--- config.mk ---
export PLATFORM = sky130hd
export DESIGN_NAME = module_temporizador_multi_flat
export DESIGN_NICKNAME = d
export VERILOG_FILES = /design/src/rtl/module_temporizador_multi_if.sv /design/src/rtl/module_temporizador_multi.sv /design/src/flat_wrapper.sv
export SDC_FILE = /design/constraint.sdc
export NUM_CORES = 1
export LEC_CHECK = 0
export ABC_AREA = 0
export CORE_UTILIZATION = 46
export CTS_CLUSTER_SIZE = 12
export DETAILED_ROUTE_END_ITERATION = 10
export PLACE_DENSITY_LB_ADDON = 0.12
export SETUP_SLACK_MARGIN = 0.05
export SYNTH_ARGS = -nofsm -noshare
export SYNTH_HDL_FRONTEND = slang
export SYNTH_SLANG_ARGS = --single-unit
--- constraint.sdc ---
create_clock -name clk_i -period 5.49 [get_ports clk_i]
set_clock_uncertainty 0.1 [all_clocks]
set_input_delay 1.3725 -clock clk_i [delete_from_list [all_inputs] [get_ports clk_i]]
set_output_delay 1.3725 -clock clk_i [all_outputs]
set_load 0.02 [all_outputs]
--- src/rtl/module_temporizador_multi_if.sv ---
// ----------------------------------------------------------------------------
// module_temporizador_multi_if
//   Control/status bundle of the multi-channel programmable timer.
//   master : the controller; drives the enable, term-write and per-channel
//            strobes, and reads the fin/busy/flag/irq status.
//   slave  : the timer itself.
//   Signals
//     en_i       global count enable (0 freezes every counter)
//     wr_en_i    write strobe for a channel's terminal count
//     wr_ch_i    channel addressed by the write
//     wr_data_i  terminal-count value to write
//     start_i    per-channel start / retrigger strobe
//     stop_i     per-channel stop strobe
//     mode_i     per-channel mode, sampled at start (0 one-shot, 1 periodic)
//     clr_i      per-channel sticky-flag clear
//     fin_o      per-channel one-cycle terminal pulse
//     busy_o     per-channel running status
//     flag_o     per-channel sticky done flag
//     irq_o      OR of all done flags
// ----------------------------------------------------------------------------
interface module_temporizador_multi_if #(
    parameter int unsigned N_CH  = 4,
    parameter int unsigned CNT_W = 32
);
    localparam int unsigned CH_W = (N_CH > 1) ? $clog2(N_CH) : 1;

    logic             en_i;
    logic             wr_en_i;
    logic [CH_W-1:0]  wr_ch_i;
    logic [CNT_W-1:0] wr_data_i;
    logic [N_CH-1:0]  start_i;
    logic [N_CH-1:0]  stop_i;
    logic [N_CH-1:0]  mode_i;
    logic [N_CH-1:0]  clr_i;
    logic [N_CH-1:0]  fin_o;
    logic [N_CH-1:0]  busy_o;
    logic [N_CH-1:0]  flag_o;
    logic             irq_o;

    modport master (
        output en_i, wr_en_i, wr_ch_i, wr_data_i, start_i, stop_i, mode_i, clr_i,
        input  fin_o, busy_o, flag_o, irq_o
    );

    modport slave (
        input  en_i, wr_en_i, wr_ch_i, wr_data_i, start_i, stop_i, mode_i, clr_i,
        output fin_o, busy_o, flag_o, irq_o
    );
endinterface

--- src/rtl/module_temporizador_multi.sv ---
// ----------------------------------------------------------------------------
// module_temporizador_multi
//   N-channel programmable timer. Each channel counts enabled cycles up to its
//   latched terminal count, pulses fin for one cycle, and either stops
//   (one-shot) or reloads and keeps going (periodic). A sticky per-channel flag
//   records completions; irq is the OR of all flags.
//   Ports
//     clk_i  system clock, rising edge
//     rst_i  asynchronous, active-low reset
//     bus    control/status bundle (slave side), see module_temporizador_multi_if
// ----------------------------------------------------------------------------
module module_temporizador_multi #(
    parameter int unsigned      N_CH     = 4,
    parameter int unsigned      CNT_W    = 32,
    parameter logic [CNT_W-1:0] DEF_TERM = CNT_W'(99_999_999)
) (
    input  logic                       clk_i,
    input  logic                       rst_i,
    module_temporizador_multi_if.slave bus
);
    localparam int unsigned CH_W = (N_CH > 1) ? $clog2(N_CH) : 1;

    typedef enum logic {StIdle, StRun} state_e;

    state_e           state_q    [N_CH];
    logic [CNT_W-1:0] count_q    [N_CH];
    logic [CNT_W-1:0] term_q     [N_CH];
    logic [CNT_W-1:0] term_act_q [N_CH];
    logic [N_CH-1:0]  mode_act_q;
    logic [N_CH-1:0]  fin_q;
    logic [N_CH-1:0]  flag_q;
    logic [N_CH-1:0]  hit;

    // Terminal cycle of a channel; start or stop in the same cycle suppresses it.
    always_comb begin
        hit = '0;
        for (int unsigned c = 0; c < N_CH; c++) begin
            hit[c] = !bus.stop_i[c] && !bus.start_i[c] && (state_q[c] == StRun) &&
                     bus.en_i && (count_q[c] == term_act_q[c]);
        end
    end

    always_ff @(posedge clk_i or negedge rst_i) begin
        if (!rst_i) begin
            for (int unsigned c = 0; c < N_CH; c++) begin
                state_q[c]    <= StIdle;
                count_q[c]    <= '0;
                term_q[c]     <= DEF_TERM;
                term_act_q[c] <= DEF_TERM;
            end
            mode_act_q <= '0;
            fin_q      <= '0;
            flag_q     <= '0;
        end else begin
            fin_q  <= hit;
            // Set has priority over clear.
            flag_q <= hit | (flag_q & ~bus.clr_i);
            for (int unsigned c = 0; c < N_CH; c++) begin
                // Out-of-range channel numbers match no c and are dropped.
                if (bus.wr_en_i && (bus.wr_ch_i == CH_W'(c))) begin
                    term_q[c] <= bus.wr_data_i;
                end
                if (bus.stop_i[c]) begin
                    state_q[c] <= StIdle;
                    count_q[c] <= '0;
                end else if (bus.start_i[c]) begin
                    // Start from idle and retrigger while running are the same action.
                    state_q[c]    <= StRun;
                    count_q[c]    <= '0;
                    term_act_q[c] <= term_q[c];
                    mode_act_q[c] <= bus.mode_i[c];
                end else if ((state_q[c] == StRun) && bus.en_i) begin
                    if (count_q[c] == term_act_q[c]) begin
                        count_q[c] <= '0;
                        if (mode_act_q[c]) begin
                            term_act_q[c] <= term_q[c];
                        end else begin
                            state_q[c] <= StIdle;
                        end
                    end else begin
                        count_q[c] <= count_q[c] + CNT_W'(1);
                    end
                end
            end
        end
    end

    always_comb begin
        bus.busy_o = '0;
        for (int unsigned c = 0; c < N_CH; c++) begin
            bus.busy_o[c] = (state_q[c] == StRun);
        end
    end

    assign bus.fin_o  = fin_q;
    assign bus.flag_o = flag_q;
    assign bus.irq_o  = |flag_q;
endmodule
--- src/flat_wrapper.sv ---
// flat-port wrapper written by rule: the top's interface ports become plain ports
module module_temporizador_multi_flat 
#(
    parameter int unsigned      N_CH     = 4,
    parameter int unsigned      CNT_W    = 32,
    parameter logic [CNT_W-1:0] DEF_TERM = CNT_W'(99_999_999)
)
  (clk_i, rst_i, bus_en_i, bus_wr_en_i, bus_wr_ch_i, bus_wr_data_i, bus_start_i, bus_stop_i, bus_mode_i, bus_clr_i, bus_fin_o, bus_busy_o, bus_flag_o, bus_irq_o);
  module_temporizador_multi_if #(.N_CH(N_CH), .CNT_W(CNT_W)) bus_i ();
  input  logic clk_i;
  input  logic rst_i;
  input wire logic [$bits(bus_i.en_i)-1:0] bus_en_i;
  input wire logic [$bits(bus_i.wr_en_i)-1:0] bus_wr_en_i;
  input wire logic [$bits(bus_i.wr_ch_i)-1:0] bus_wr_ch_i;
  input wire logic [$bits(bus_i.wr_data_i)-1:0] bus_wr_data_i;
  input wire logic [$bits(bus_i.start_i)-1:0] bus_start_i;
  input wire logic [$bits(bus_i.stop_i)-1:0] bus_stop_i;
  input wire logic [$bits(bus_i.mode_i)-1:0] bus_mode_i;
  input wire logic [$bits(bus_i.clr_i)-1:0] bus_clr_i;
  output wire logic [$bits(bus_i.fin_o)-1:0] bus_fin_o;
  output wire logic [$bits(bus_i.busy_o)-1:0] bus_busy_o;
  output wire logic [$bits(bus_i.flag_o)-1:0] bus_flag_o;
  output wire logic [$bits(bus_i.irq_o)-1:0] bus_irq_o;
  assign bus_i.en_i = bus_en_i;
  assign bus_i.wr_en_i = bus_wr_en_i;
  assign bus_i.wr_ch_i = bus_wr_ch_i;
  assign bus_i.wr_data_i = bus_wr_data_i;
  assign bus_i.start_i = bus_start_i;
  assign bus_i.stop_i = bus_stop_i;
  assign bus_i.mode_i = bus_mode_i;
  assign bus_i.clr_i = bus_clr_i;
  assign bus_fin_o = bus_i.fin_o;
  assign bus_busy_o = bus_i.busy_o;
  assign bus_flag_o = bus_i.flag_o;
  assign bus_irq_o = bus_i.irq_o;
  module_temporizador_multi #(.N_CH(N_CH), .CNT_W(CNT_W), .DEF_TERM(DEF_TERM)) u_core (.clk_i(clk_i), .rst_i(rst_i), .bus(bus_i));
endmodule
==> metrics <==
Hold WS 0.383 ns; sequential area share after synthesis 0.488; GRT Total Usage 0.246; Final Cycle Share 0.617; placed cells 2,644; Worst Path Required 4.02 ns; DRT Pass-1 Iters 6; metal3 WL 3510 um; number of synthesized flops with an enable pin 0; H-Tree Depth 2; hold crit path type register to register; Rows 77; antenna violations before repair 6; CP max-delay cell clkdlybuf4s50_1; WS Path Type register to output port; commonest cells after routing, fill and taps aside nand2_1 (325), dfrtp_1 (248), xnor2_1 (196); Routed Antenna Nets 0; Critical Path AT 1.91 ns; Avg WL per Cell 20.7 um; R2R Setup Slk 2.44 ns; Avg Vias per Cell 5.89; Longest Clk Path Bufs 3; final slew viol count 0; Avg Cell Area, Syn 9.87 um^2; CORE AREA 44,500 um^2; Max Fclk 0.295 GHz; initial drt markers 1,170; TNS Setup 0 ns; pwr/cell area 353 nW/um^2; Top Ports 67; Peak VDD IR 0.249 mV; Post-CTS Repair Setup Buffers 0; CTS Sinks 400; max cap viols 0; Die Area 46,300 um^2; post-synthesis instance total 2,118; HPWL Detailed 37,000 um; global-route wire length before repair 90,300 um; area added between synthesis and finish 13.4%; FFs w/ async S/R, synth 1.00; IO Port Bufs 66; synthesized area 20,900 um^2; clk root buf clkbuf_16; amount of wire on met2 after detailed routing 26,000 um; Hold Buf Count CTS 0; post_cts resized 0; Final Hold Viols 0; die width 215 um; vias after detailed routing 16,100; clock tree from TritonCTS built; post-route insts no fill 2,731; relative slew slack 0.184; P_leak 8.43 nW; commonest non-fill, non-tap cell in the layout nand2_1; total CTS buffers 46; critical path's largest stage delay 0.59 ns; cells along the critical path inv_1 > nand4_1 > clkdlybuf4s50_1; #FFs+latches synth 400; share of layout cells above drive strength 1 0.208; post-route minimum period 3.39 ns; vias in the first global route 15,700; Syn. warnings 0; crit-path max FO 2; Final nets 2,158; Worst setup EP type output port; Top FF cell, synth dfrtp_1; uppermost routed layer met4; # DRC 0; Setup-failing EPs final 0; drt total wl 56,500 um; CP startpoint kind register; Worst Max-Slew Pin Slew 1.22 ns; Clk pin slew, worst setup/hold paths 0.06 ns; Initial Util 0.470; setup repair after global routing missed its margin false; RD Place Congestion 0.831; syn_nets 2,176; Clk Latency, worst-skew pair 0.59 ns; Congestion Overflow GR 0; status finished, final reports clean; largest net degree at the start of global routing 94; WL met1 25,300 um; Unique masters post-synth 54; Die H 215 um
state kept, by name, indices dropped and copies added, names as in the netlist:
| register | cells |
|---|---|
| u_core.bus.busy_o | 4 |
| u_core.mode_act_q | 4 |
| u_core.term_act_q | 128 |
| u_core.bus.fin_o | 4 |
| u_core.term_q | 128 |
| u_core.bus.flag_o | 4 |
| u_core.count_q | 128 |
cell families after synthesis:
group	share of synthesized area
compound gates	0.105
buf+inv	0.0378
xor+xnor	0.0985
simple gates	0.199
fa+ha+maj	0.00239
mux	0.0690
flops	0.488
cells in the mapped netlist, types with 67 or more instances:
cell type,n,share of area
a32oi_1,128,0.054
clkbuf_1,141,0.025
dfrtp_1,248,0.30
dfstp_2,152,0.19
mux2_2,128,0.069
nand2_1,325,0.058
nand4_1,67,0.020
nor2_1,129,0.023
nor4_1,153,0.046
o21ai_0,137,0.033
xnor2_1,196,0.082
final cells by class:
class                      instances  area, um^2
clock inverter                    18         294
antenna                            2        5.00
fill                            4045       20800
sequential                       400       10200
clock buffer                      67        1380
tap                              592         741
multi-input combinational       1518        9960
timing repair buffer             109        1030
inverter                          25        93.8
per-layer routing:
layer | global-route usage | up-vias
met5 | 0 | -
met4 | 0.0804 | 0
met3 | 0.0544 | 93
met2 | 0.383 | 433
met1 | 0.340 | 7950
li1 | - | 7620
worst max-delay path, delay by kind of cell, from the launching register on:
| family | cells | cell delay [ns] |
|---|---|---|
| buffers and inverters | 2 | 0.78 |
| flip-flops | 1 | 0.37 |
| AND/OR/NAND/NOR | 1 | 0.19 |
through the flow:
step                 util  total power, mW  instance area [um^2]  worst slack, ns
floorplan               -             4.55                 20900             2.46
CTS                 0.532             8.44                 23700             2.02
detailed placement  0.495             5.02                 22000             1.52
finish              0.533             8.36                 23700             2.10
global route        0.532             8.72                 23700             1.95
global placement    0.495             4.97                 22000             1.57
power breakdown:
part | internal [mW] | switching (mW)
Sequential | 3.49 | 0.310
Combinational | 0.481 | 0.686
Clock | 2.12 | 1.27
Total | 6.09 | 2.27
worst paths after layout:
| check | start | end | depth (start not counted) |
|---|---|---|---|
| max | u_core.bus.flag_o[2] | bus_irq_o | 3 |
| min | u_core.term_act_q[65] | u_core.term_act_q[65] | 2 |
| max reg2reg | u_core.term_act_q[4] | u_core.term_act_q[27] | 5 |
| min reg2reg | u_core.term_act_q[65] | u_core.term_act_q[65] | 2 |
| max in group asynchronous | rst_i | u_core.term_act_q[96] | 2 |
| min in group asynchronous | rst_i | u_core.mode_act_q[1] | 1 |
Note: power is estimated with default switching activity, not from simulation.
